===== src/rtl/deal_sequencer.sv =====
// Card-request sequencer between the blackjack game FSM and the card generator.
// Optional DEAL_HOLE_CARD_EN flags the dealer's second initial card on out_hidden.
module deal_sequencer #(
    parameter int unsigned MAX_RETRY = 3
) (
    input  logic       clk,
    input  logic       reset,
    input  logic       deal_req,
    input  logic       hit_p_req,
    input  logic       hit_d_req,
    input  logic [2:0] test_sel,
    input  logic [3:0] card1_in,
    input  logic [3:0] card2_in,
    output logic       gen_on,
    output logic [2:0] gen_test,
    output logic       deal_ack,
    output logic       hit_p_ack,
    output logic       hit_d_ack,
    output logic       err,
    output logic       out_valid,
    output logic [3:0] out_card,
    output logic       out_dest,
    output logic       out_hidden,
    output logic       busy,
    output logic [5:0] dealt_cnt
);

    localparam int unsigned CARD_W  = 4;
    localparam int unsigned CNT_W   = 6;
    localparam int unsigned RETRY_W = 3;

    localparam logic [2:0] S_IDLE  = 3'd0;
    localparam logic [2:0] S_ISSUE = 3'd1;
    localparam logic [2:0] S_WAIT  = 3'd2;
    localparam logic [2:0] S_DLV0  = 3'd3;
    localparam logic [2:0] S_DLV1  = 3'd4;
    localparam logic [2:0] S_DONE  = 3'd5;

    localparam logic [1:0] JOB_DEAL  = 2'd0;
    localparam logic [1:0] JOB_HIT_P = 2'd1;
    localparam logic [1:0] JOB_HIT_D = 2'd2;

    logic [2:0]         state, state_next;
    logic [1:0]         job, job_next;
    logic               phase, phase_next;
    logic               abort, abort_next;
    logic [RETRY_W-1:0] retry_cnt, retry_next;
    logic [CARD_W-1:0]  card1, card1_next, card2, card2_next;
    logic [2:0]         test_next;
    logic               bad;

    logic               valid_next, dest_next, hidden_next;
    logic [CARD_W-1:0]  card_out_next;

    // Face-card codes 11..15 count as 10
    function automatic logic [CARD_W-1:0] clamp_card(input logic [CARD_W-1:0] c);
        return (c > CARD_W'(10)) ? CARD_W'(10) : c;
    endfunction

    always_ff @(posedge clk or posedge reset) begin
        if (reset) state <= S_IDLE;
        else       state <= state_next;
    end

    always_comb begin
        state_next = state;
        job_next   = job;
        phase_next = phase;
        abort_next = abort;
        retry_next = retry_cnt;
        card1_next = card1;
        card2_next = card2;
        test_next  = gen_test;
        bad        = 1'b0;
        case (state)
            S_IDLE: begin
                if (deal_req || hit_p_req || hit_d_req) begin
                    state_next = S_ISSUE;
                    phase_next = 1'b0;
                    abort_next = 1'b0;
                    retry_next = '0;
                    test_next  = test_sel;
                    if (deal_req)       job_next = JOB_DEAL;
                    else if (hit_p_req) job_next = JOB_HIT_P;
                    else                job_next = JOB_HIT_D;
                end
            end
            S_ISSUE: state_next = S_WAIT;
            S_WAIT: begin
                card1_next = clamp_card(card1_in);
                card2_next = clamp_card(card2_in);
                bad = (card1_in == '0) || ((job == JOB_DEAL) && (card2_in == '0));
                if (!bad) begin
                    state_next = S_DLV0;
                end else if (retry_cnt < RETRY_W'(MAX_RETRY)) begin
                    retry_next = retry_cnt + RETRY_W'(1);
                    state_next = S_ISSUE;
                end else begin
                    abort_next = 1'b1;
                    state_next = S_DONE;
                end
            end
            S_DLV0: state_next = (job == JOB_DEAL) ? S_DLV1 : S_DONE;
            S_DLV1: begin
                if (!phase) begin
                    phase_next = 1'b1;
                    retry_next = '0;
                    state_next = S_ISSUE;
                end else begin
                    state_next = S_DONE;
                end
            end
            S_DONE:  state_next = S_IDLE;
            default: state_next = S_IDLE;
        endcase
    end

    // Output values for the upcoming state, so every output leaves a flop
    always_comb begin
        valid_next    = (state_next == S_DLV0) || (state_next == S_DLV1);
        dest_next     = (job_next == JOB_HIT_D) || ((job_next == JOB_DEAL) && phase_next);
        card_out_next = '0;
        if (state_next == S_DLV0)      card_out_next = card1_next;
        else if (state_next == S_DLV1) card_out_next = card2_next;
`ifdef DEAL_HOLE_CARD_EN
        hidden_next = (state_next == S_DLV1) && (job_next == JOB_DEAL) && phase_next;
`else
        hidden_next = 1'b0;
`endif
    end

    always_ff @(posedge clk or posedge reset) begin
        if (reset) begin
            job        <= JOB_DEAL;
            phase      <= 1'b0;
            abort      <= 1'b0;
            retry_cnt  <= '0;
            card1      <= '0;
            card2      <= '0;
            gen_on     <= 1'b0;
            gen_test   <= '0;
            deal_ack   <= 1'b0;
            hit_p_ack  <= 1'b0;
            hit_d_ack  <= 1'b0;
            err        <= 1'b0;
            out_valid  <= 1'b0;
            out_card   <= '0;
            out_dest   <= 1'b0;
            out_hidden <= 1'b0;
            busy       <= 1'b0;
            dealt_cnt  <= '0;
        end else begin
            job        <= job_next;
            phase      <= phase_next;
            abort      <= abort_next;
            retry_cnt  <= retry_next;
            card1      <= card1_next;
            card2      <= card2_next;
            gen_test   <= test_next;
            gen_on     <= (state_next == S_ISSUE);
            deal_ack   <= (state_next == S_DONE) && (job_next == JOB_DEAL);
            hit_p_ack  <= (state_next == S_DONE) && (job_next == JOB_HIT_P);
            hit_d_ack  <= (state_next == S_DONE) && (job_next == JOB_HIT_D);
            err        <= (state_next == S_DONE) && abort_next;
            out_valid  <= valid_next;
            out_card   <= card_out_next;
            out_dest   <= valid_next && dest_next;
            out_hidden <= hidden_next;
            busy       <= (state_next != S_IDLE);
            if ((state == S_IDLE) && (state_next == S_ISSUE) && (job_next == JOB_DEAL))
                dealt_cnt <= '0;
            else if (out_valid && (dealt_cnt != {CNT_W{1'b1}}))
                dealt_cnt <= dealt_cnt + CNT_W'(1);
        end
    end

endmodule


===== config.mk =====
export PLATFORM = sky130hd
export DESIGN_NAME = deal_sequencer
export DESIGN_NICKNAME = d
export VERILOG_FILES = /design/src/rtl/deal_sequencer.sv
export SDC_FILE = /design/constraint.sdc
export NUM_CORES = 1
export LEC_CHECK = 0
export CORE_ASPECT_RATIO = 0.8
export CORE_MARGIN = 2
export CORE_UTILIZATION = 53
export DETAILED_ROUTE_END_ITERATION = 6
export GPL_TIMING_DRIVEN = 0
export HOLD_SLACK_MARGIN = 0.15
export PLACE_DENSITY = 0.86
export SKIP_CTS_REPAIR_TIMING = 1
export SLEW_MARGIN = 20
export SYNTH_ARGS = -nofsm -noshare
export SYNTH_HDL_FRONTEND = slang
export SYNTH_SLANG_ARGS = --single-unit
export TNS_END_PERCENT = 30

===== constraint.sdc =====
create_clock -name clk -period 5.3 [get_ports clk]
set_clock_uncertainty 0.15 [all_clocks]
set_input_delay 1.325 -clock clk [delete_from_list [all_inputs] [get_ports clk]]
set_output_delay 1.325 -clock clk [all_outputs]
set_load 0.005 [all_outputs]

==> impl_results.md <==
* Status: finished clean
* Adder-Cell Fraction of Synth Area at 1.48%
* Hold crit path type: reg2reg
* Clock-pin slew on the worst setup and hold paths at roughly 0.070 ns
* RSZ-0062 raised after global routing: false
* Largest net degree at the start of global routing at 39
* Critical path required time at ~5.3 ns
* Finished Layout Cells at between 200 and 250
* Die Y at between 50 and 60 µm
* Placeable Area at 3060 µm²
* WS Path Type: in2reg
* Clk buf depth at 2
* Worst setup SP type: input pin
* Slowest-stage cell, CP: or4_4
* Max rail drop VDD at 0.298 mV
* Crit path max fanout at 4
* FF-to-FF Start: state[1]$_DFF_PP0_
* Remaining global-route overflow at 0
* Crit Reg-Reg Endpoint: retry_cnt[0]$_DFFE_PP0P_
* Number of port buffers at 36
* Largest family of logic cells by synthesized area: simple AND/OR/NAND/NOR gates
* Mean Syn Cell Area at 10.8 µm²
* Final antenna-violating net count at 0
* 1st-iter DRT viols at 56
* Hold path startpoint: card1[2]$_DFF_PP0_
* M2 GR Usage at 33.5%
* Post-synthesis mux area share at just over 4%
* Pwr/cell area at roughly 520 nW/µm²
* Most Crowded Layer GR: met2
* Vias at 1304
* Hold Path Sink: card1[2]$_DFF_PP0_
* Reg2Reg Setup Slack at approximately 3 ns
* Initial Util at 55.3%
* Vias in the first global route at 1148
* CP arrival at 3.49 ns
* Clock Latency Late Sink at 0.29 ns
* Hold depth at 2
* Leading area contributor after synthesis: dfrtp_1
* Placement Setup Slack at 1.55 ns
* Post-Synth XOR/XNOR Area at 2.59%
* Synth top area share at a little under three fifths
* Final setup violating endpoints at 0
* DRC viols at 0
* Total GRT Usage at 20.7%
* Drt wl/cell at 14.0 µm
* LEAKAGE at between 0.001 and 0.0015 µW
* Synth top area cells: dfrtp_1 (56%), nand2_1 (5.8%), a32o_1 (3.0%)
* Overall Power at 1130 µW
* Row cnt at 18
* Synth Instances at about 160
* Worst path top cell family by delay: simple AND/OR/NAND/NOR gates
* # diodes at 0
* Most frequent cells in the layout: dfrtp_1 (38), clkdlybuf4s50_1 (36), nand2_1 (26), nor2_1 (12)
* Seq/Total Area, Yosys at around 56%
* Syn_nets at 175
* CTS Sinks at 38
* CTS Buf Count at 5
* Main flop type after synthesis: dfrtp_1
* Chip width at between 60 and 70 µm
* Met1 GRT Util at 27.3%
* Layout cell share with drive strength beyond 1 at 11.9%
* CTS tree: done
* Gp weighted congestion at 0.844
* Grt met3 use at approximately 5.6%
* Post-synthesis simple-gate area fraction at 20.3%
* Final Max Slew Viols at 0
* Placed cells at roughly 230
* Commonest non-fill, non-tap cell in the layout: dfrtp_1
* Worst-Margin Slew at 0.750 ns
* CP peak stage delay at between 0.5 and 0.6 ns
* Max H-tree Level at 2
* IO Pins at 38
* Max-cap viol count at 0
* Crit path cell chain: clkdlybuf4s50_1, or4_4, o211ai_1, o21a_1, inv_1, nor3_4, mux2_4
* EDFF count, synth at 0
* Crit path buf inv count at 2
* First-pass GRT wire length at 5380 µm
* Dpl hpwl at 2460 µm
* Final min period at between 3 and 4 ns
* Fin crit share at 65.4%
* Die ar. at 3660 µm²
* Initial DRT Pass Iterations at 4
* Final wirelength at 3380 µm
* CTS root buf: clkbuf_8
* Async SR Flop Fraction at between 90% and 100%
* Synth cell types at 39
* Synth Register Bits at 38
* Fmax at 288 MHz
* Worst setup EP type: register
* Layout area overhead at 29.9%
* Worst setup margin at 1.83 ns
* Final Hold Vio Count at 0
* Final hold slack at 0.322 ns
* Rel. slew slack at 49.9%
* Synth warn at 0
* Synthesized area at 1690 µm²
* Setup TNS at 0 ns
* Nets at ~220
* Synth Area in Compound Gates at 12.3%
* R2r worst-path depth at 7
* Via density per instance at between 5 and 6
* Initial antenna violation count at 0
[routing by layer]
layer / routed length (µm) / share of wire [%] / vias up
met5: 0 / 0 / -
met4: 31 / 0.92 / 0
li1: - / - / 632
met2: 1570 / 47 / 40
met3: 181 / 5.4 / 2
met1: 1590 / 47 / 630
[sequential cells by signal, summed over array words and instances (netlist names)]
signal / count
gen_test: 3
out_card: 4
retry_cnt: 3
out_dest: 1
hit_p_ack: 1
job: 2
deal_ack: 1
err: 1
dealt_cnt: 6
abort: 1
out_valid: 1
state: 3
phase: 1
card2: 4
busy: 1
card1: 3
hit_d_ack: 1
gen_on: 1
[synthesized netlist by cell type (all sizes together), types with 2 or more instances]
library cell and n:
a21oi 6, a32o 5, and2 2, and3 2
clkbuf 5, dfrtp 38, ha 2, inv 6
mux2 4, mux2i 2, nand2 26, nand3 6
nand3b 4, nand4 2, nor2 12, nor3 4
o21a 4, o21ai 6, or3 3, or4 2
xor2 4
[logic make-up (layout without fill, tap and decap cells)]
group                      after synthesis  count (layout)
and+or+nand+nor                         67              67
DFF                                     38              38
AOI/OAI and AO/OA                       26              26
buffers and inverters                   12              56
muxes                                    6               6
xor gates and xnor gates                 5               5
adders and majority gates                2               2
other                                    1               1
[worst reg2reg max path: cells and delay by family (launching register included)]
kind / cells / cell delay (ns)
flip-flops: 1 / 0.32
AO/OA/AOI/OAI: 2 / 0.43
multiplexers: 1 / 0.32
buffers and inverters: 2 / 0.41
AND/OR/NAND/NOR: 2 / 0.55
[worst max path at each step]
stage                      from                       end  slack [ns]  cells past startpoint
finish              card2_in[0]  retry_cnt[0]$_DFFE_PP0P_        1.83                      7
global route        card2_in[0]  retry_cnt[0]$_DFFE_PP0P_        1.75                      7
CTS                 card2_in[0]  retry_cnt[0]$_DFFE_PP0P_        1.86                      7
detailed placement  card2_in[0]  retry_cnt[0]$_DFFE_PP0P_        1.55                      7
global placement    card2_in[0]  retry_cnt[0]$_DFFE_PP0P_        1.57                      7
floorplan           card2_in[0]  retry_cnt[0]$_DFFE_PP0P_        2.18                      6
[cell type report]
type	count	area, µm²
multi-input combinational	107	693
fill	212	865
clock inverter	2	12.5
sequential	38	951
buffer	6	26.3
clock buffer	6	82.6
timing repair buffer	36	360
inverter	6	22.5
tap	40	50.0
[per-stage QoR]
step,utilization (%),instance area [µm²]
after detailed placement,68.7,2100
after floorplan,-,1690
after global placement,68.7,2100
final,71.8,2200
after global routing,71.8,2200
after CTS,71.8,2200
[power breakdown]
| group | leakage [µW] | switching (µW) | internal [µW] | total [µW] |
|---|---|---|---|---|
| clock | 0.0000472 | 103 | 104 | 207 |
| sequential | 0.000493 | 48.1 | 388 | 436 |
| combinational | 0.000466 | 260 | 230 | 490 |
| total | 0.00101 | 411 | 723 | 1130 |
No activity file was read; power rests on OpenSTA's default activity.
